## src/rtl/pcie_8b10b_pkg.sv

```systemverilog
// Shared 8b/10b constants for the lane receive/transmit pair.
// Latency: n/a (constants and a combinational helper).
// Backpressure: n/a.
//   Contents: K28.5 comma code-groups, dataS width encodings, K-code byte list.
package pcie_8b10b_pkg;

  // Comma code-groups, abcdei_fghj with bit a in [9].
  localparam logic [9:0] K28_5_RDN = 10'b0011111010;
  localparam logic [9:0] K28_5_RDP = 10'b1100000101;

  // Output width select encodings; 2'b11 behaves as DATAS_8.
  localparam logic [1:0] DATAS_8  = 2'b00;
  localparam logic [1:0] DATAS_16 = 2'b01;
  localparam logic [1:0] DATAS_32 = 2'b10;

  // Every byte value that has a legal K (control) encoding.
  localparam int NUM_K_CODES = 12;
  localparam logic [7:0] K_CODES [NUM_K_CODES] = '{
    8'h1C, 8'h3C, 8'h5C, 8'h7C, 8'h9C, 8'hBC, 8'hDC, 8'hFC,
    8'hF7, 8'hFB, 8'hFD, 8'hFE
  };

  function automatic logic is_k_byte(input logic [7:0] b);
    logic hit;
    hit = 1'b0;
    for (int i = 0; i < NUM_K_CODES; i++) begin
      if (K_CODES[i] == b) hit = 1'b1;
    end
    return hit;
  endfunction

endpackage

```

## src/rtl/decod_8b10b.sv

```systemverilog
// 8b/10b code-group decoder, both running disparities accepted, disparity unchecked.
// Latency: purely combinational.
// Backpressure: none.
//   Ports: code[9:0] (abcdei_fghj, a in [9]) in; data[7:0] (HGFEDCBA), k, invalid out.
//   data/k are only meaningful while invalid is low.
module decod_8b10b
  import pcie_8b10b_pkg::*;
(
  input  logic [9:0] code,
  output logic [7:0] data,
  output logic       k,
  output logic       invalid
);

  logic [4:0] x5;
  logic [2:0] y3;
  logic       v6;
  logic       v4;
  logic       k28;
  logic       a7;
  logic [3:0] four_k;

  always_comb begin
    x5  = '0;
    v6  = 1'b1;
    k28 = 1'b0;
    case (code[9:4])
      6'b100111, 6'b011000: x5 = 5'd0;
      6'b011101, 6'b100010: x5 = 5'd1;
      6'b101101, 6'b010010: x5 = 5'd2;
      6'b110001:            x5 = 5'd3;
      6'b110101, 6'b001010: x5 = 5'd4;
      6'b101001:            x5 = 5'd5;
      6'b011001:            x5 = 5'd6;
      6'b111000, 6'b000111: x5 = 5'd7;
      6'b111001, 6'b000110: x5 = 5'd8;
      6'b100101:            x5 = 5'd9;
      6'b010101:            x5 = 5'd10;
      6'b110100:            x5 = 5'd11;
      6'b001101:            x5 = 5'd12;
      6'b101100:            x5 = 5'd13;
      6'b011100:            x5 = 5'd14;
      6'b010111, 6'b101000: x5 = 5'd15;
      6'b011011, 6'b100100: x5 = 5'd16;
      6'b100011:            x5 = 5'd17;
      6'b010011:            x5 = 5'd18;
      6'b110010:            x5 = 5'd19;
      6'b001011:            x5 = 5'd20;
      6'b101010:            x5 = 5'd21;
      6'b011010:            x5 = 5'd22;
      6'b111010, 6'b000101: x5 = 5'd23;
      6'b110011, 6'b001100: x5 = 5'd24;
      6'b100110:            x5 = 5'd25;
      6'b010110:            x5 = 5'd26;
      6'b110110, 6'b001001: x5 = 5'd27;
      6'b001110:            x5 = 5'd28;
      6'b101110, 6'b010001: x5 = 5'd29;
      6'b011110, 6'b100001: x5 = 5'd30;
      6'b101011, 6'b010100: x5 = 5'd31;
      6'b001111, 6'b110000: begin x5 = 5'd28; k28 = 1'b1; end
      default:              v6 = 1'b0;
    endcase

    y3 = '0;
    v4 = 1'b1;
    a7 = 1'b0;
    // K28 uses its own 3b/4b column: after 110000 the fghj is the complement
    // of the form that follows 001111, so fold both onto one table.
    four_k = (code[9:4] == 6'b110000) ? ~code[3:0] : code[3:0];
    if (k28) begin
      case (four_k)
        4'b0100: y3 = 3'd0;
        4'b1001: y3 = 3'd1;
        4'b0101: y3 = 3'd2;
        4'b0011: y3 = 3'd3;
        4'b0010: y3 = 3'd4;
        4'b1010: y3 = 3'd5;
        4'b0110: y3 = 3'd6;
        4'b1000: y3 = 3'd7;
        default: v4 = 1'b0;
      endcase
    end else begin
      case (code[3:0])
        4'b1011, 4'b0100: y3 = 3'd0;
        4'b1001:          y3 = 3'd1;
        4'b0101:          y3 = 3'd2;
        4'b1100, 4'b0011: y3 = 3'd3;
        4'b1101, 4'b0010: y3 = 3'd4;
        4'b1010:          y3 = 3'd5;
        4'b0110:          y3 = 3'd6;
        4'b1110, 4'b0001: y3 = 3'd7;
        4'b0111, 4'b1000: begin y3 = 3'd7; a7 = 1'b1; end
        default:          v4 = 1'b0;
      endcase
    end

    data    = {y3, x5};
    invalid = ~(v6 & v4);
    // Kx.7 controls share the alternate .7 form with some data codes; only
    // the byte values in the K list are control symbols.
    k       = ~invalid & (k28 | a7) & is_k_byte({y3, x5});
  end

endmodule

```

## src/rtl/recibidor_pcie.sv

```systemverilog
// Serial 8b/10b lane receiver: comma alignment, symbol decode, 8/16/32-bit word assembly.
// Latency: outputs update on the edge that samples bit j of a symbol (0 extra cycles).
// Backpressure: none; enb low freezes all state and ignores serialIn.
//   Ports: clk, rst (sync, active-high), enb, serialIn (bit a first), dataS[1:0] width select;
//   dataOut8/16/32 assembled words (non-selected held 0), k_out = last symbol was a K code.
module recibidor_pcie
  import pcie_8b10b_pkg::*;
(
  input  logic        clk,
  input  logic        rst,
  input  logic        enb,
  input  logic        serialIn,
  input  logic [1:0]  dataS,
  output logic [7:0]  dataOut8,
  output logic [15:0] dataOut16,
  output logic [31:0] dataOut32,
  output logic        k_out
);

  logic [9:0]  sr_q, sr_d;
  logic        aligned_q, aligned_d;
  logic [3:0]  cnt_q, cnt_d;
  logic [1:0]  bcnt_q, bcnt_d;
  logic [23:0] stage_q, stage_d;
  logic [7:0]  d8_q, d8_d;
  logic [15:0] d16_q, d16_d;
  logic [31:0] d32_q, d32_d;
  logic        k_q, k_d;
  logic [1:0]  datas_q, datas_d;

  logic [9:0]  nxt;
  logic        comma;
  logic [7:0]  dec_raw;
  logic        dec_raw_k;
  logic        dec_invalid;
  logic [7:0]  dec_byte;
  logic        dec_k;
  logic [1:0]  mode;
  logic [1:0]  bc;
  logic        do_dec;

  // The window including the bit on the wire is what gets matched and decoded,
  // so a symbol is available on the same edge as its last bit.
  assign nxt   = {sr_q[8:0], serialIn};
  assign comma = (nxt == K28_5_RDN) || (nxt == K28_5_RDP);

  decod_8b10b u_dec (
    .code    (nxt),
    .data    (dec_raw),
    .k       (dec_raw_k),
    .invalid (dec_invalid)
  );

  assign dec_byte = dec_invalid ? 8'h00 : dec_raw;
  assign dec_k    = ~dec_invalid & dec_raw_k;
  assign mode     = ((dataS == DATAS_16) || (dataS == DATAS_32)) ? dataS : DATAS_8;

  always_comb begin
    sr_d      = sr_q;
    aligned_d = aligned_q;
    cnt_d     = cnt_q;
    bcnt_d    = bcnt_q;
    stage_d   = stage_q;
    d8_d      = d8_q;
    d16_d     = d16_q;
    d32_d     = d32_q;
    k_d       = k_q;
    datas_d   = datas_q;
    bc        = bcnt_q;
    do_dec    = 1'b0;

    if (enb) begin
      sr_d    = nxt;
      datas_d = dataS;

      // Width change: drop any partial word and clear all outputs; a byte
      // decoded on this same edge starts a fresh word.
      if (dataS != datas_q) begin
        bc     = '0;
        bcnt_d = '0;
        d8_d   = '0;
        d16_d  = '0;
        d32_d  = '0;
      end

      if (comma) begin
        // Realign at any bit position; the comma is always byte 0 of a word.
        aligned_d = 1'b1;
        cnt_d     = '0;
        bc        = '0;
        bcnt_d    = '0;
        do_dec    = 1'b1;
      end else if (aligned_q) begin
        if (cnt_q == 4'd9) begin
          cnt_d  = '0;
          do_dec = 1'b1;
        end else begin
          cnt_d = cnt_q + 4'd1;
        end
      end

      if (do_dec) begin
        k_d = dec_k;
        case (mode)
          DATAS_16: begin
            if (bc == 2'd0) begin
              stage_d[7:0] = dec_byte;
              bcnt_d       = 2'd1;
            end else begin
              d16_d  = {dec_byte, stage_q[7:0]};
              bcnt_d = 2'd0;
            end
          end
          DATAS_32: begin
            case (bc)
              2'd0:    stage_d[7:0]   = dec_byte;
              2'd1:    stage_d[15:8]  = dec_byte;
              2'd2:    stage_d[23:16] = dec_byte;
              default: d32_d          = {dec_byte, stage_q[23:0]};
            endcase
            bcnt_d = bc + 2'd1;
          end
          default: begin
            d8_d   = dec_byte;
            bcnt_d = '0;
          end
        endcase
      end
    end
  end

  always_ff @(posedge clk) begin
    if (rst) begin
      sr_q      <= '0;
      aligned_q <= 1'b0;
      cnt_q     <= '0;
      bcnt_q    <= '0;
      stage_q   <= '0;
      d8_q      <= '0;
      d16_q     <= '0;
      d32_q     <= '0;
      k_q       <= 1'b0;
      datas_q   <= DATAS_8;
    end else begin
      sr_q      <= sr_d;
      aligned_q <= aligned_d;
      cnt_q     <= cnt_d;
      bcnt_q    <= bcnt_d;
      stage_q   <= stage_d;
      d8_q      <= d8_d;
      d16_q     <= d16_d;
      d32_q     <= d32_d;
      k_q       <= k_d;
      datas_q   <= datas_d;
    end
  end

  assign dataOut8  = d8_q;
  assign dataOut16 = d16_q;
  assign dataOut32 = d32_q;
  assign k_out     = k_q;

endmodule

```

## config.mk

```make
export PLATFORM = sky130hd
export DESIGN_NAME = recibidor_pcie
export DESIGN_NICKNAME = d
export VERILOG_FILES = /design/src/rtl/pcie_8b10b_pkg.sv /design/src/rtl/decod_8b10b.sv /design/src/rtl/recibidor_pcie.sv
export SDC_FILE = /design/constraint.sdc
export NUM_CORES = 1
export LEC_CHECK = 0
export ABC_AREA = 1
export ABC_CLOCK_PERIOD_IN_PS = 3100
export CAP_MARGIN = 20
export CORE_ASPECT_RATIO = 1.75
export CORE_UTILIZATION = 30
export CTS_CLUSTER_DIAMETER = 200
export DETAILED_ROUTE_END_ITERATION = 8
export PLACE_DENSITY = 0.49
export REMOVE_ABC_BUFFERS = 1
export SLEW_MARGIN = 20
export SYNTH_ARGS = -nofsm -noshare
export SYNTH_HDL_FRONTEND = slang
export SYNTH_HIERARCHICAL = 1
export SYNTH_SLANG_ARGS = --single-unit
```

## constraint.sdc

```tcl
create_clock -name clk -period 3.1 [get_ports clk]
set_clock_uncertainty 0.2 [all_clocks]
set_input_delay 0.62 -clock clk [delete_from_list [all_inputs] [get_ports clk]]
set_output_delay 0.62 -clock clk [all_outputs]
set_load 0.05 [all_outputs]
```

## Word level (Yosys, flattened, before mapping)

Cells that the tools add are included.

| storage, ports and cells | value |
|---|---|
| flip-flop bits (word level) | 99 |
| latch bits | 0 |
| memory bits (writable) | 0 |
| memory bits (read-only) | 0 |
| input port bits | 6 |
| output and inout port bits | 57 |
| word-level logic and storage cells | 196 |
| memories kept | 0 |

| operators by class | value |
|---|---|
| $add $sub $neg | 2 |
| multiply operators | 0 |
| divide/modulo/power cells | 0 |
| order comparisons | 0 |
| equal/unequal tests | 92 |
| shifts and indexed selects | 0 |
| multiplexer cells | 50 |
| bitwise operators | 6 |
| reduce and logical (&&, ||, !) cells | 34 |

Operators by type and width:

| cell | number |
|---|---|
| 5-bit one-hot mux with 31 select lines | 1 |
| 6-bit == test (second input constant) | 24 |
| 32-bit two-way mux | 4 |
| 6-bit by 5-bit == test with 1-bit output (second input constant) | 14 |
| 8-bit == test (first input constant) | 8 |
| 16-bit two-way mux | 4 |
| 48-bit OR reduction | 1 |
| 4-bit == test (second input constant) | 11 |
| 6-bit by 4-bit == test with 1-bit output (second input constant) | 7 |
| 3-bit one-hot mux with 7 select lines | 2 |
| 2-bit OR reduction | 18 |
| 8-bit two-way mux | 4 |
| 4-bit by 3-bit == test with 1-bit output (second input constant) | 7 |
| 1-bit two-way mux | 24 |
| 6-bit by 3-bit == test with 1-bit output (second input constant) | 3 |
| 4-bit by 2-bit == test with 1-bit output (second input constant) | 4 |
| 7-bit by 8-bit == test with 1-bit output (first input constant) | 2 |
| 4-bit two-way mux | 4 |
| 14-bit OR reduction | 1 |
| 4-bit AND reduction | 3 |
| 10-bit == test (second input constant) | 1 |
| 10-bit by 8-bit == test with 1-bit output (second input constant) | 1 |
| 2-bit two-way mux | 5 |
| 5-bit by 8-bit == test with 1-bit output (first input constant) | 1 |
| other kinds (19) | 30 |

## Depth between registers and ports, before layout

Gate-level depths: netlist of the first run.

| depth | value |
|---|---|
| depth after elaboration | 20 |
| depth in mapped cells | 17 |
| mapped depth without buffers | 17 |

## By module

Netlist of the first run, hierarchy kept.

By module, submodules not included:

| module | instances | cells each | area each (um^2) | sequential area each (um^2) |
|---|---|---|---|---|
| recibidor_pcie | 1 | 678 | 4653.2 | 1981.9 |
| decod_8b10b | 1 | 280 | 1207.4 | 0.0 |

## Worst setup path before layout of the first run

Ideal clock, no wire load.

| timing path | value |
|---|---|
| path kind | input port to flip-flop |
| start | in dataS[1] |
| end | reg stage_q[16] |
| setup time | 132 ps |
| arrival | 2129 ps |
| required time | 2768 ps |
| path slack | 639 ps |
| stages on the path | 10 |
| path buffers | 2 |
| cell sequence | xnor2_1 and2_1 buf_2 nand3_1 inv_1 ha_1 buf_1 nand3_1 nand2_1 a21oi_1 |

| between the ends | value |
|---|---|
| word-level cells in the longest chain between the ends | 6 |
| elaborated cells on any way between the ends | 11 |
| those cells by class | eq/ne (5); mux (4); reduce/logical (2) |

Ends and longest elaborated chain:

| item | line | source |
|---|---|---|
| start: declaration | recibidor_pcie.sv:13 | `input logic [1:0] dataS,` |
| 2-bit != test | recibidor_pcie.sv:78 | `if (dataS != datas_q) begin` |
| 2-bit two-way mux (2 in series) | n/a |  |
| 2-bit two-way mux | recibidor_pcie.sv:72 | `if (enb) begin` |
| 2-bit == test | recibidor_pcie.sv:115 | `case (bc)` |
| 4-bit AND reduction (no line) (*) | n/a |  |
| end signal: assignment | recibidor_pcie.sv:149 | `stage_q <= stage_d;` |
| end: declaration | recibidor_pcie.sv:24 | `logic [23:0] stage_q, stage_d;` |

Every way passes the cells marked *; elsewhere a longest branch is shown, timed or not. The select of a mux whose other input is x is not followed.
A chain may end at the register's enable or synchronous reset.

## Worst setup path in the final report of the first run

| timing path | value |
|---|---|
| start | reg sr_q[8] |
| end | reg d32_q[25] (netlist: dataOut32[25]) |

| between the ends | value |
|---|---|
| word-level cells in the longest chain between the ends | 11 |
| elaborated cells on any way between the ends | 95 |
| those cells by class | eq/ne (60); mux (14); bitwise (1); reduce/logical (20) |

Ends and longest elaborated chain:

| item | line | source |
|---|---|---|
| start: declaration | recibidor_pcie.sv:20 | `logic [9:0] sr_q, sr_d;` |
| start signal: assignment | recibidor_pcie.sv:145 | `sr_q <= sr_d;` |
| 6-bit == test | decod_8b10b.sv:27, decod_8b10b.sv:69 |  |
| 4-bit two-way mux | decod_8b10b.sv:69 | `four_k = (code[9:4] == 6'b110000) ? ~code[3:0] : code[3:0];` |
| 4-bit by 3-bit == test with 1-bit output (tied with other cells) | decod_8b10b.sv:71 | `case (four_k)` |
| 8-bit OR reduction (no line) | n/a |  |
| 1-bit two-way mux | decod_8b10b.sv:71 |  |
| 1-bit two-way mux | decod_8b10b.sv:70 | `if (k28) begin` |
| 1-bit AND | decod_8b10b.sv:98 | `invalid = ~(v6 & v4);` |
| 8-bit two-way mux | recibidor_pcie.sv:54 | `assign dec_byte = dec_invalid ? 8'h00 : dec_raw;` |
| 32-bit two-way mux | recibidor_pcie.sv:115 |  |
| 32-bit two-way mux | recibidor_pcie.sv:104 | `case (mode)` |
| 32-bit two-way mux (*) | recibidor_pcie.sv:102 | `if (do_dec) begin` |
| end signal: assignment | recibidor_pcie.sv:141 | `d32_q <= '0;` |
| end signal: assignment | recibidor_pcie.sv:152 | `d32_q <= d32_d;` |
| end: declaration | recibidor_pcie.sv:27 | `logic [31:0] d32_q, d32_d;` |

Marked as above.

==> results of run 1 <==
-- through the flow --
stage               TNS [ps]  util [%]  instance area [µm²]
CTS                        0      37.4                 7140
detailed placement     -24.8      35.8                 6850
global route               0      37.4                 7150
finish                     0      37.4                 7150
floorplan             -18950         -                 5620
global placement       -26.3      35.8                 6850
-- state kept, by name, indices dropped and copies added, names as in the netlist, 2 cells and up --
name and cells:
sr_q 9, cnt_q 4, dataOut8 8, dataOut32 32
stage_q 24, bcnt_q 2, datas_q 2, dataOut16 16
-- placed cells by master (no fill, tap or decap), types with 2 or more instances in the layout --
master	instances
nand2_1	305
a21oi_1	118
dfxtp_1	99
nand3_1	86
nor2_1	83
inv_1	66
clkdlybuf4s50_1	60
o21ai_0	59
buf_4	37
nand4_1	29
inv_2	9
o211ai_1	9
clkbuf_16	9
nor2_2	8
ha_1	7
nor3_1	6
xor2_1	3
xnor2_1	2
nand3_2	2
nand2_2	2
clkbuf_8	2
clkbuf_1	2
buf_2	2
buf_12	2
-- power breakdown --
group | switching [mW] | internal (mW) | total [mW] | leakage (nW)
Clock | 0.489 | 0.666 | 1.16 | 0.146
Combinational | 0.266 | 0.102 | 0.368 | 2.15
Sequential | 0.0242 | 1.29 | 1.31 | 0.801
Total | 0.780 | 2.05 | 2.83 | 3.10
-- area by class of cell --
| type | instances | area share, % |
|---|---|---|
| tap | 241 | 4.22 |
| clock inverter | 2 | 0.490 |
| timing repair buffer | 101 | 13.0 |
| multi-input combinational | 729 | 46.9 |
| inverter | 76 | 3.99 |
| clock buffer | 13 | 3.64 |
| sequential | 99 | 27.7 |
-- worst max-delay path, cell delays in order (launching register included) --
cell and delay [ps]:
dfxtp_1 310, buf_4 150, nor2_1 430, nand3_1 260, nand2_1 200, nand2_1 70, nor2_1 140, nand2_1 90
nand2_1 70, clkinv_1 200, nand2_1 180, inv_1 110, o211ai_1 180, a21oi_1 80
-- worst min path at each step --
stage,startpoint,end
2_1_floorplan,stage_q[10]$_SDFFE_PP0P_,stage_q[10]$_SDFFE_PP0P_
3_3_place_gp,stage_q[14]$_SDFFE_PP0P_,stage_q[14]$_SDFFE_PP0P_
3_5_place_dp,stage_q[14]$_SDFFE_PP0P_,stage_q[14]$_SDFFE_PP0P_
4_1_cts,stage_q[14]$_SDFFE_PP0P_,stage_q[14]$_SDFFE_PP0P_
5_1_grt,stage_q[13]$_SDFFE_PP0P_,stage_q[13]$_SDFFE_PP0P_
6_report,stage_q[13]$_SDFFE_PP0P_,stage_q[13]$_SDFFE_PP0P_
-- layer usage --
layer  routed length, µm  GRT usage (%)
met1                7530           21.6
met2               10400           36.8
met3                 514           2.75
met4                 385           6.06
met5                   0              0
-- cell families (layout without fill, tap and decap cells) --
kind of cell / Yosys count / after routing / share of synthesized area (%)
AOI/OAI and AO/OA: 192 / 192 / 17.1
xor gates and xnor gates: 5 / 5 / 0.747
adders and majority gates: 7 / 7 / 1.49
buffers and inverters: 130 / 192 / 9.01
DFF: 99 / 99 / 33.8
and+or+nand+nor: 525 / 525 / 37.8
-- timing repair --
action,4_1_cts,5_1_grt
hold endpoints to repair,0,0
gates resized for setup,0,1
setup endpoints to repair,0,48
==> flow_metrics.py, run 1 <==
metrics = {
    "run_status": {
        "status": "finished, final reports clean",
    },
    "sta": {
        "drv_slew": 0,
        "setup_slack_ps": 292,
        "period_share_pct": 90.6,
        "max_freq_ghz": 0.356,
        "slew_headroom_pct": 57.3,
        "setup_viol": 0,
        "hold_viol_final": 0,
        "rsz0062_at_grt": "false",
        "hold_ws_ps": 264,
        "worst-slew-pin-transition_ps": 640,
        "layout_min_cycle_time_ps": 2810,
    },
    "global_routing": {
        "grt_pass1_vias": 5993,
        "grt_overflow_total": 0,
        "grt_pass1_wl_mm": 30.9,
        "antenna_found_initial": 0,
        "grt_max_degree": 75,
        "grtUsageTotal_pct": 19.4,
    },
    "routing": {
        "drtIter0Drc": 293,
        "routed_wl_mm": 18.8,
        "firstDrtPassIters": 5,
        "drcViolationCount": 0,
        "post_drt_wl_per_cell_um": 14.9,
        "postRouteAntennaNets": 0,
        "vias_per_cell": 4.95,
        "vias": 6238,
    },
    "place": {
        "placed_cells": 1246,
        "place_hpwl_mm": 13.9,
        "io_buffers": 62,
        "place_ws_ps": -12.8,
        "place.gp.congestion": 0.884,
    },
    "power_and_ir_drop": {
        "worst_ir_drop_vdd_mv": 0.284,
        "leakage_nw": 3.10,
        "powerDensity_nw_per_um2": 397,
        "p_total_mw": 2.83,
    },
    "setup_path": {
        "crit_arrival_ps": 2830,
        "r2r_setup_slack_ps": 290,
        "start_kind": "flip-flop",
        "crit_type": "flip-flop to flip-flop",
        "timing.rr.start": "sr_q[8]$_SDFFE_PP0P_",
        "setup.worst_path.start": "sr_q[8]$_SDFFE_PP0P_",
        "reg2regPathDepth": 13,
        "cp_max_fo": 9,
        "cp-endpoint": "dataOut32[25]$_SDFFE_PP0P_",
        "cp.required_ps": 3120,
        "timing.rr.end": "dataOut32[25]$_SDFFE_PP0P_",
        "worst_setup_path_end_kind": "flip-flop",
    },
    "clock_tree": {
        "post_cts_buffers": 0,
        "cts_root_buffer": "clkbuf_16",
        "clk_pin_slew_worst_paths_ps": 70,
        "cts_hold_buf": 0,
        "clk_path_buf_depth": 2,
        "cts.sinks": 99,
        "clk_latency_ps": 340,
        "cts_buffers": 9,
        "cts_tree": "yes",
        "h-tree-depth": 3,
    },
    "synthesis": {
        "ys_seq_area_share_pct": 33.8,
        "synth.most_common_cell": "nand2_1",
        "postSynthCellCount": 958,
        "synth_top_cell_by_area": "dfxtp_1",
        "synth_area_leaders": "dfxtp_1, nand2_1, a21oi_1",
        "yosys.area.top_type_share_pct": 33.8,
        "synth_edf_count": 0,
        "synth_cell_types": 33,
        "yosys_warnings": 6,
        "yosys_most_used_dff": "dfxtp_1",
        "synth_area_um2": 5860,
        "async_flop_share_pct": 0,
        "ys_seq_elements": 99,
        "synth_common_cells": "nand2_1, a21oi_1, dfxtp_1",
        "synth.avg_cell_area_um2": 6.12,
    },
    "final_layout": {
        "drive_above_1_share_pct": 7.75,
        "stdcell_count": 1261,
        "fillers": 2153,
        "finalNetCount": 1029,
        "diodes": 0,
        "areaGrowthSynthToFinish_pct": 21.9,
        "seqCellArea_um2": 1980,
        "multiInputGateArea_um2": 3350,
    },
    "floorplan": {
        "rows": 67,
        "core-area_um2": 19100,
        "die-area_um2": 20100,
        "die_y_um": 187,
        "start_util_pct": 30.7,
        "num_io_pins": 63,
        "dieWidth_um": 108,
    },
    "min_path": {
        "hold_depth": 2,
        "hp-class": "flip-flop to flip-flop",
    },
    "job": {
        "cap_violations": 0,
    },
}
Note: power is estimated with default switching activity, not from simulation.
==> run 2, diff against run 1 <==
--- a/config.mk
+++ b/config.mk
@@ -12,6 +12,7 @@
 export CORE_UTILIZATION = 30
 export CTS_CLUSTER_DIAMETER = 200
 export DETAILED_ROUTE_END_ITERATION = 8
+export GPL_ROUTABILITY_DRIVEN = 0
 export PLACE_DENSITY = 0.49
 export REMOVE_ABC_BUFFERS = 1
 export SLEW_MARGIN = 20
==> run 2 against run 1 <==
- count of clock-buffer cells in the layout is 3 lower
- final cell count is the same
- final area is 0.77% higher
- non-clock buffer count down 1
- die area did not move
- critical path type is now primary input to flip-flop
- largest cell class unchanged
==> flow_metrics.py, run 2 (synthesis gave the netlist of run 1 again) <==
metrics = {
    "floorplan": {
        "dieWidth_um": 108,
        "die-area_um2": 20100,
        "start_util_pct": 30.7,
        "num_io_pins": 63,
        "rows": 67,
        "die_y_um": 187,
        "core-area_um2": 19100,
    },
    "power_and_ir_drop": {
        "powerDensity_nw_per_um2": 416,
        "leakage_nw": 3.12,
        "p_comb_share_pct": 12.3,
        "clock_power_share_pct": 43.9,
        "internal-power_mw": 2.18,
        "worst_ir_drop_vdd_mv": 0.282,
        "seqPwrFrac_pct": 43.8,
        "switchingPower_uw": 814,
        "p_total_mw": 2.99,
        "swShare_pct": 27.2,
    },
    "clock_tree": {
        "h-tree-depth": 3,
        "cts_root_buffer": "clkbuf_16",
        "cts_hold_buf": 0,
        "clk_path_buf_depth": 2,
        "clk_pin_slew_worst_paths_ps": 70,
        "cts_tree": "yes",
        "post_cts_buffers": 0,
        "cts_buffers": 9,
        "clk_latency_ps": 350,
        "post_cts_resized": 0,
        "cts.sinks": 99,
    },
    "min_path": {
        "hp-class": "flip-flop to flip-flop",
        "hold_depth": 2,
        "min_to": "stage_q[13]$_SDFFE_PP0P_",
        "min_from": "stage_q[13]$_SDFFE_PP0P_",
    },
    "routing": {
        "post_drt_wl_per_cell_um": 15.2,
        "vias": 6212,
        "firstDrtPassIters": 4,
        "postRouteAntennaNets": 0,
        "drtIter0Drc": 343,
        "routed_wl_mm": 19.2,
        "drcViolationCount": 0,
        "vias_per_cell": 4.93,
    },
    "setup_path": {
        "worst_setup_path_end_kind": "flip-flop",
        "r2r_setup_slack_ps": 330,
        "crit_arrival_ps": 2830,
        "start_kind": "primary input",
        "reg2regPathDepth": 15,
        "cp_max_fo": 9,
        "crit_type": "primary input to flip-flop",
        "timing.rr.start": "sr_q[5]$_SDFFE_PP0P_",
        "timing.rr.end": "dataOut32[25]$_SDFFE_PP0P_",
        "cp.required_ps": 3130,
    },
    "place": {
        "placed_cells": 1245,
        "place_hpwl_mm": 14.0,
        "io_buffers": 62,
    },
    "final_layout": {
        "drive_above_1_share_pct": 7.94,
        "areaGrowthSynthToFinish_pct": 22.9,
        "finalNetCount": 1028,
        "largest_register_ffs": 32,
        "layout_common_cells": "nand2_1, a21oi_1, dfxtp_1",
        "stdcell_count": 1261,
        "final_common_cell": "nand2_1",
        "diodes": 0,
    },
    "global_routing": {
        "grt_max_degree": 75,
        "grt_overflow_total": 0,
        "grt_pass1_vias": 5884,
        "grt_pass1_wl_mm": 31.1,
        "antenna_found_initial": 0,
        "grtUsageTotal_pct": 19.7,
    },
    "sta": {
        "setup_viol": 0,
        "slew_headroom_pct": 58.4,
        "setup_tns_ps": 0,
        "worst-slew-pin-transition_ps": 624,
        "rsz0062_at_grt": "false",
        "layout_min_cycle_time_ps": 2800,
        "max_freq_ghz": 0.357,
        "period_share_pct": 90.3,
        "drv_slew": 0,
        "hold_viol_final": 0,
    },
    "run_status": {
        "status": "finished, final reports clean",
    },
    "job": {
        "cap_violations": 0,
    },
}
==> run 2: cell count changes in the layout (fill, tap and decap cells not counted) <==
cell and change:
buf_12 +1, clkbuf_8 -2, clkbuf_1 -1, buf_4 -2
clkinvlp_4 +2, clkinv_4 +1, nor2_1 -1, bufinv_16 +2
nor2_2 +1, clkinv_2 -1
==> run 2: per-layer routing <==
| metal | vias up | global-route usage, % | share of wire [%] |
|---|---|---|---|
| li1 | 3248 | - | - |
| met1 | 2840 | 22.0 | 40 |
| met2 | 104 | 37.5 | 56 |
| met3 | 20 | 1.85 | 2.3 |
| met4 | 0 | 7.17 | 2.4 |
| met5 | - | 0 | 0 |
==> run 2: per-stage QoR <==
| stage | util (%) | hold WS, ps | instance area, µm² | setup WS (ps) |
|---|---|---|---|---|
| 3_3_place_gp | 35.9 | 246 | 6850 | -35.1 |
| 5_1_grt | 37.7 | 282 | 7200 | 9.31 |
| 2_1_floorplan | - | 232 | 5620 | -559 |
| 3_5_place_dp | 35.9 | 252 | 6850 | -71.6 |
| 4_1_cts | 37.7 | 262 | 7200 | 164 |
| 6_report | 37.7 | 259 | 7200 | 299 |
==> run 2: worst max-delay path by stage <==
stage	slack (ps)	depth (start not counted)	start	to
detailed placement	-70	16	serialIn	dataOut32[31]$_SDFFE_PP0P_
global placement	-40	16	serialIn	dataOut32[31]$_SDFFE_PP0P_
floorplan	-560	11	dataS[1]	dataOut32[26]$_SDFFE_PP0P_
finish	300	16	serialIn	dataOut32[25]$_SDFFE_PP0P_
global route	9	15	sr_q[5]$_SDFFE_PP0P_	dataOut32[26]$_SDFFE_PP0P_
CTS	160	13	sr_q[8]$_SDFFE_PP0P_	dataOut32[31]$_SDFFE_PP0P_
==> run 2: cell type report <==
cell class	instances	area (µm²)
flip-flops and latches	99	1980
well taps	241	302
clock buffers	10	229
clock inverters	6	114
fillers	2117	11900
inverters	76	285
repair buffers	100	933
multi-input cells	729	3360
==> run 2: worst max-delay path: stages <==
cell,delay [ps]
clkdlybuf4s50_1,460
buf_4,170
inv_1,80
nand4_1,100
nand2_1,100
nor2_1,70
nand2_1,60
nand2_1,50
nor2_1,140
nand2_1,110
nand2_1,80
clkinv_1,210
nand2_1,200
inv_1,100
o211ai_1,190
a21oi_1,80
==> run 2: power groups by stage <==
| stage | registers (mW) | clock network [mW] | logic (mW) |
|---|---|---|---|
| floorplan | 1.35 | 0 | 0.194 |
| global placement | 1.34 | 0 | 0.371 |
| detailed placement | 1.34 | 0 | 0.370 |
| CTS | 1.31 | 1.35 | 0.371 |
| global route | 1.31 | 1.38 | 0.410 |
| finish | 1.31 | 1.31 | 0.368 |
==> run 3, diff against run 2 <==
--- a/config.mk
+++ b/config.mk
@@ -6,14 +6,14 @@
 export NUM_CORES = 1
 export LEC_CHECK = 0
 export ABC_AREA = 1
-export ABC_CLOCK_PERIOD_IN_PS = 3100
+export ABC_CLOCK_PERIOD_IN_PS = 2890
 export CAP_MARGIN = 20
 export CORE_ASPECT_RATIO = 1.75
 export CORE_UTILIZATION = 30
 export CTS_CLUSTER_DIAMETER = 200
 export DETAILED_ROUTE_END_ITERATION = 8
 export GPL_ROUTABILITY_DRIVEN = 0
-export PLACE_DENSITY = 0.49
+export PLACE_DENSITY = 0.5
 export REMOVE_ABC_BUFFERS = 1
 export SLEW_MARGIN = 20
 export SYNTH_ARGS = -nofsm -noshare
==> constraint.sdc (replaced) <==
create_clock -name clk -period 2.89 [get_ports clk]
set_clock_uncertainty 0.2 [all_clocks]
set_input_delay 0.578 -clock clk [delete_from_list [all_inputs] [get_ports clk]]
set_output_delay 0.578 -clock clk [all_outputs]
set_load 0.05 [all_outputs]
==> run 3 against run 2 <==
- critical path depth is the same
- final area grew 1.3%
- die area is the same
- worst setup slack lost 120 ps
- highest routed layer unchanged
==> flow_metrics.py, run 3 (synthesis gave the netlist of run 1 again) <==
metrics = {
    "run_status": {
        "status": "finished, final reports clean",
    },
    "floorplan": {
        "start_util_pct": 30.7,
        "dieWidth_um": 108,
        "die-area_um2": 20100,
        "die_y_um": 187,
        "core-area_um2": 19100,
        "num_io_pins": 63,
        "rows": 67,
    },
    "global_routing": {
        "grtUsageTotal_pct": 19.7,
        "grt_overflow_total": 0,
        "grt_pass1_vias": 5977,
        "antenna_found_initial": 0,
        "grt_max_degree": 76,
        "grt_pass1_wl_mm": 31.0,
    },
    "clock_tree": {
        "cts.sinks": 99,
        "post_cts_buffers": 0,
        "clk_path_buf_depth": 2,
        "cts_root_buffer": "clkbuf_16",
        "clk_latency_ps": 350,
        "clk_pin_slew_worst_paths_ps": 70,
        "cts_tree": "yes",
        "cts_hold_buf": 0,
        "cts_buffers": 9,
        "h-tree-depth": 3,
    },
    "sta": {
        "hold_viol_final": 0,
        "setup_tns_ps": 0,
        "slew_headroom_pct": 56.9,
        "layout_min_cycle_time_ps": 2710,
        "max_freq_ghz": 0.369,
        "drv_slew": 0,
        "setup_viol": 0,
        "worst-slew-pin-transition_ps": 646,
        "hold_ws_ps": 263,
        "period_share_pct": 93.7,
        "rsz0062_at_grt": "false",
    },
    "final_layout": {
        "fillers": 2179,
        "design_area_um2": 7300,
        "finalNetCount": 1038,
        "stdcell_count": 1270,
        "final_common_cell": "nand2_1",
        "largest_register_ffs": 32,
        "drive_above_1_share_pct": 9.52,
        "areaGrowthSynthToFinish_pct": 24.5,
        "layout_common_cells": "nand2_1, a21oi_1, dfxtp_1",
        "diodes": 0,
    },
    "power_and_ir_drop": {
        "leakage_nw": 3.15,
        "switchingPower_uw": 883,
        "p_total_mw": 3.05,
        "internal-power_mw": 2.17,
        "clock_power_share_pct": 40.0,
        "swShare_pct": 28.9,
        "powerDensity_nw_per_um2": 419,
        "p_comb_share_pct": 13.9,
        "worst_ir_drop_vdd_mv": 0.264,
        "seqPwrFrac_pct": 46.1,
    },
    "routing": {
        "vias": 6248,
        "vias_per_cell": 4.92,
        "routed_wl_mm": 19.2,
        "post_drt_wl_per_cell_um": 15.2,
        "drcViolationCount": 0,
        "postRouteAntennaNets": 0,
        "drtIter0Drc": 409,
        "firstDrtPassIters": 5,
    },
    "setup_path": {
        "cp.required_ps": 2960,
        "worst_setup_path_end_kind": "flip-flop",
        "reg2regPathDepth": 16,
        "crit_arrival_ps": 2780,
        "start_kind": "flip-flop",
        "cp_max_fo": 8,
        "crit_type": "flip-flop to flip-flop",
    },
    "place": {
        "dpl-instance-area_um2": 6960,
        "io_buffers": 62,
        "placed_cells": 1254,
        "place_hpwl_mm": 14.0,
    },
    "min_path": {
        "hold_depth": 2,
        "hp-class": "flip-flop to flip-flop",
    },
    "job": {
        "cap_violations": 0,
    },
}
==> run 3: cell types whose count changed in the layout (fill, tap and decap cells not counted), moves of 2 or more <==
cell	delta
buf_4	+6
buf_12	+3
clkinvlp_4	+3
dfxtp_1	-3
dfxtp_2	+3
bufinv_16	-2
nand2_1	-2
nand2_2	+2
nor2_2	-2
nor2_4	+2
==> run 3: metal layers <==
| metal | up-vias | track usage [%] | part of all wire (%) |
|---|---|---|---|
| met5 | - | 0 | 0 |
| met3 | 27 | 2.06 | 2.4 |
| met1 | 2853 | 21.8 | 40 |
| li1 | 3260 | - | - |
| met2 | 108 | 37.1 | 55 |
| met4 | 0 | 8.06 | 2.8 |
==> run 3: worst max-delay path, stage by stage, from the launching register on <==
cell and delay (ps):
dfxtp_1 550, nand2_1 170, nor2_1 350, nand2_1 170, nand2_1 100, nor2_1 40
nand2_1 70, nor2_1 50, nand3_1 70, nand2_1 50, inv_1 80, nand2_2 90
clkinvlp_4 130, nand2_2 90, inv_1 120, nand4_1 130, a21oi_1 170
==> run 3: layout make-up <==
| class | instances | area [µm²] | area share (%) |
|---|---|---|---|
| tap | 241 | 302 | 4.13 |
| clock inverter | 6 | 66.3 | 0.909 |
| inverter | 76 | 289 | 3.96 |
| multi-input combinational | 729 | 3380 | 46.4 |
| timing repair inverter | 1 | 7.51 | 0.103 |
| sequential | 99 | 1990 | 27.2 |
| clock buffer | 9 | 225 | 3.09 |
| timing repair buffer | 109 | 1040 | 14.2 |
==> run 3: final timing paths <==
check                                 from                       end  slack (ps)
hold / removal    stage_q[17]$_SDFFE_PP0P_  stage_q[17]$_SDFFE_PP0P_         260
setup reg to reg      sr_q[4]$_SDFFE_PP0P_  stage_q[14]$_SDFFE_PP0P_         180
setup / recovery      sr_q[4]$_SDFFE_PP0P_  stage_q[14]$_SDFFE_PP0P_         180
hold reg to reg   stage_q[17]$_SDFFE_PP0P_  stage_q[17]$_SDFFE_PP0P_         260
==> run 3: timing repair <==
item	4_1_cts	5_1_grt
pin swaps	0	0
gates resized for setup	2	11
setup endpoints to repair	24	48
gates cloned	0	1
==> run 3: metrics by stage <==
step / utilization (%) / worst slack [ps]
6_report: 38.2 / 182
5_1_grt: 38.2 / 1.23
4_1_cts: 38.0 / 23.1
3_5_place_dp: 36.4 / -267
3_3_place_gp: 36.4 / -311
2_1_floorplan: - / -727
==> run 3: power groups by stage <==
| stage | Clock [mW] | Combinational [mW] | Sequential, mW |
|---|---|---|---|
| 2_1_floorplan | 0 | 0.208 | 1.45 |
| 3_3_place_gp | 0 | 0.416 | 1.44 |
| 3_5_place_dp | 0 | 0.414 | 1.44 |
| 6_report | 1.22 | 0.426 | 1.41 |
| 4_1_cts | 1.25 | 0.416 | 1.41 |
| 5_1_grt | 1.30 | 0.470 | 1.41 |
==> patch, RTL diff (config.mk and constraints of run 3) <==
One comparison of `cnt_q` changes from == to >=.
--- a/src/rtl/recibidor_pcie.sv
+++ b/src/rtl/recibidor_pcie.sv
@@ -91,7 +91,7 @@
         bcnt_d    = '0;
         do_dec    = 1'b1;
       end else if (aligned_q) begin
-        if (cnt_q == 4'd9) begin
+        if (cnt_q >= 4'd9) begin
           cnt_d  = '0;
           do_dec = 1'b1;
         end else begin
Formal check against the unedited RTL: same outputs for any inputs over 10 cycles, from zero or initial values and one cycle with rst high; that may be too few to reach the edited logic, so the function may still have changed.
==> patch against run 3 <==
  * Die area is 0.91% higher
  * Via count is 2.0% higher
  * Worst setup slack worse by 28 ps
  * Critical path depth is 2 lower
  * Sequential cell count stayed put
  * Combinational power is 6.1% higher
  * Global-route usage is 0.44 points lower
  * Clock power hardly changed
  * Cell area is 2.5% higher
  * Routed wire length is 0.44% lower
  * Total power is 0.84% higher
  * Area after synthesis is 0.92% higher
==> patch: results (changes against run 3) <==
| Metric | Value |
|---|---|
| Vias in the first global route | `5926 (was 5977)` |
| Status | `completed (unchanged)` |
| Fraction of registers with async set/reset | `0% (unchanged)` |
| CP arrival | `2810 ps (was 2780 ps)` |
| Largest net degree at the start of global routing | `75 (was 76)` |
| Slowest CP cell | `dfxtp_1 (unchanged)` |
| EDFF count, synth | `0 (unchanged)` |
| DP HPWL | `14.1 mm (was 14.0 mm)` |
| Crit Path Max Fanout | `9 (was 8)` |
| Most frequent cells after synthesis | `285 x nand2_1, 111 x a21oi_1, 102 x nor2_1 (was 305 x nand2_1, 118 x a21oi_1, 99 x dfxtp_1)` |
| Fin. Hold Viols | `0 (unchanged)` |
| Placed inst area | `0.00717 mm^2 (was 0.00696 mm^2)` |
| Global-route wire length before repair | `30.5 mm (was 31.0 mm)` |
| Grt met3 use | `2.29% (was 2.06%)` |
| Vias | `6373 (was 6248)` |
| Hold crit path type | `reg2reg (unchanged)` |
| Slew HR | `54.3% (was 56.9%)` |
| Routed WL | `19.2 mm (about the same)` |
| Area contributors post-synth | `dfxtp_1 34%, nand2_1 18%, a21oi_1 9.4% (was dfxtp_1 34%, nand2_1 20%, a21oi_1 10%)` |
| Sequential element share of the synthesized area | `33.5% (was 33.8%)` |
| Unique cell type count in the Yosys netlist | `34 (was 33)` |
| Delay-heaviest family, CP | `simple AND/OR/NAND/NOR gates (unchanged)` |
| Leakage dissipation | `3.27 nW (was 3.15 nW)` |
| Root Driver | `clkbuf_16 (unchanged)` |
| Total GRT Usage | `19.3% (was 19.7%)` |
| # resized after CTS | `1 (was 2)` |
| # port buffers | `62 (unchanged)` |
| Met2 usage | `37.2% (was 37.1%)` |
| Worst stage delay on the critical path | `490 ps (was 550 ps)` |
| Clock latency on the worst-skew pair | `350 ps (about the same)` |
| GR Util met1 | `20.7% (was 21.8%)` |
| Layout cells sized above 1 | `10.5% (was 9.52%)` |
| Peak VDD IR | `0.246 mV (was 0.264 mV)` |
| Psw | `868 uW (was 883 uW)` |
| Fin nets | `1061 (was 1038)` |
| 1st-iter DRT viols | `298 (was 409)` |
| Synth warnings | `6 (unchanged)` |
-- patch: worst register-to-register path: stages, from the launching register on --
cell and delay, ps:
dfxtp_1 490, nand2_1 140, inv_1 270, nand3_1 200, nand2_1 130, buf_4 130, o21bai_1 140, nand2_1 80
inv_1 70, nand2_1 80, clkinvlp_4 150, nand2_1 110, inv_1 170, nand4_1 150, a21oi_1 160
-- patch: logic make-up after synthesis --
kind of cell | synth area share (%)
xor+xnor | 0.698
simple gates | 38.0
buf+inv | 9.05
fa+ha+maj | 1.69
compound gates | 17.1
flops | 33.5
-- patch: power by group through the flow --
stage	combinational, mW	sequential, mW	clock (mW)
detailed placement	0.449	1.44	0
floorplan	0.222	1.45	0
global placement	0.452	1.44	0
finish	0.452	1.41	1.22
CTS	0.451	1.41	1.26
global route	0.496	1.41	1.31
-- patch: area by class of cell --
| class | instances | area, um^2 |
|---|---|---|
| Fill cell | 2066 | 11700 |
| Multi-Input combinational cell | 734 | 3400 |
| Sequential cell | 99 | 1980 |
| Timing Repair Buffer | 122 | 1190 |
| Inverter | 81 | 308 |
| Tap cell | 241 | 302 |
| Clock buffer | 11 | 243 |
| Clock inverter | 5 | 52.6 |
-- patch: final timing paths --
path	cells after the start	slack, ps	from	end
worst min register to register	2	260	stage_q[21]$_SDFFE_PP0P_	stage_q[21]$_SDFFE_PP0P_
worst max-delay path	14	150	sr_q[6]$_SDFFE_PP0P_	stage_q[18]$_SDFFE_PP0P_
worst max register to register	14	150	sr_q[6]$_SDFFE_PP0P_	stage_q[18]$_SDFFE_PP0P_
worst min-delay path	2	260	stage_q[21]$_SDFFE_PP0P_	stage_q[21]$_SDFFE_PP0P_
-- patch: per-layer routing --
layer	share of wire [%]	up-vias
met2	57	112
met3	2.5	22
li1	-	3328
met1	39	2911
met4	2.1	0
met5	0	-
-- patch: through the flow --
| stage | setup slack (ps) | std cells | setup TNS, ps | hold WS [ps] |
|---|---|---|---|---|
| 2_1_floorplan | 352 | 914 | 0 | 232 |
| 3_3_place_gp | -198 | 1277 | -4140 | 245 |
| 3_5_place_dp | -225 | 1277 | -5340 | 250 |
| 4_1_cts | 145 | 1293 | 0 | 260 |
| 5_1_grt | -1.16 | 1293 | -1.16 | 279 |
| 6_report | 155 | 1293 | 0 | 258 |
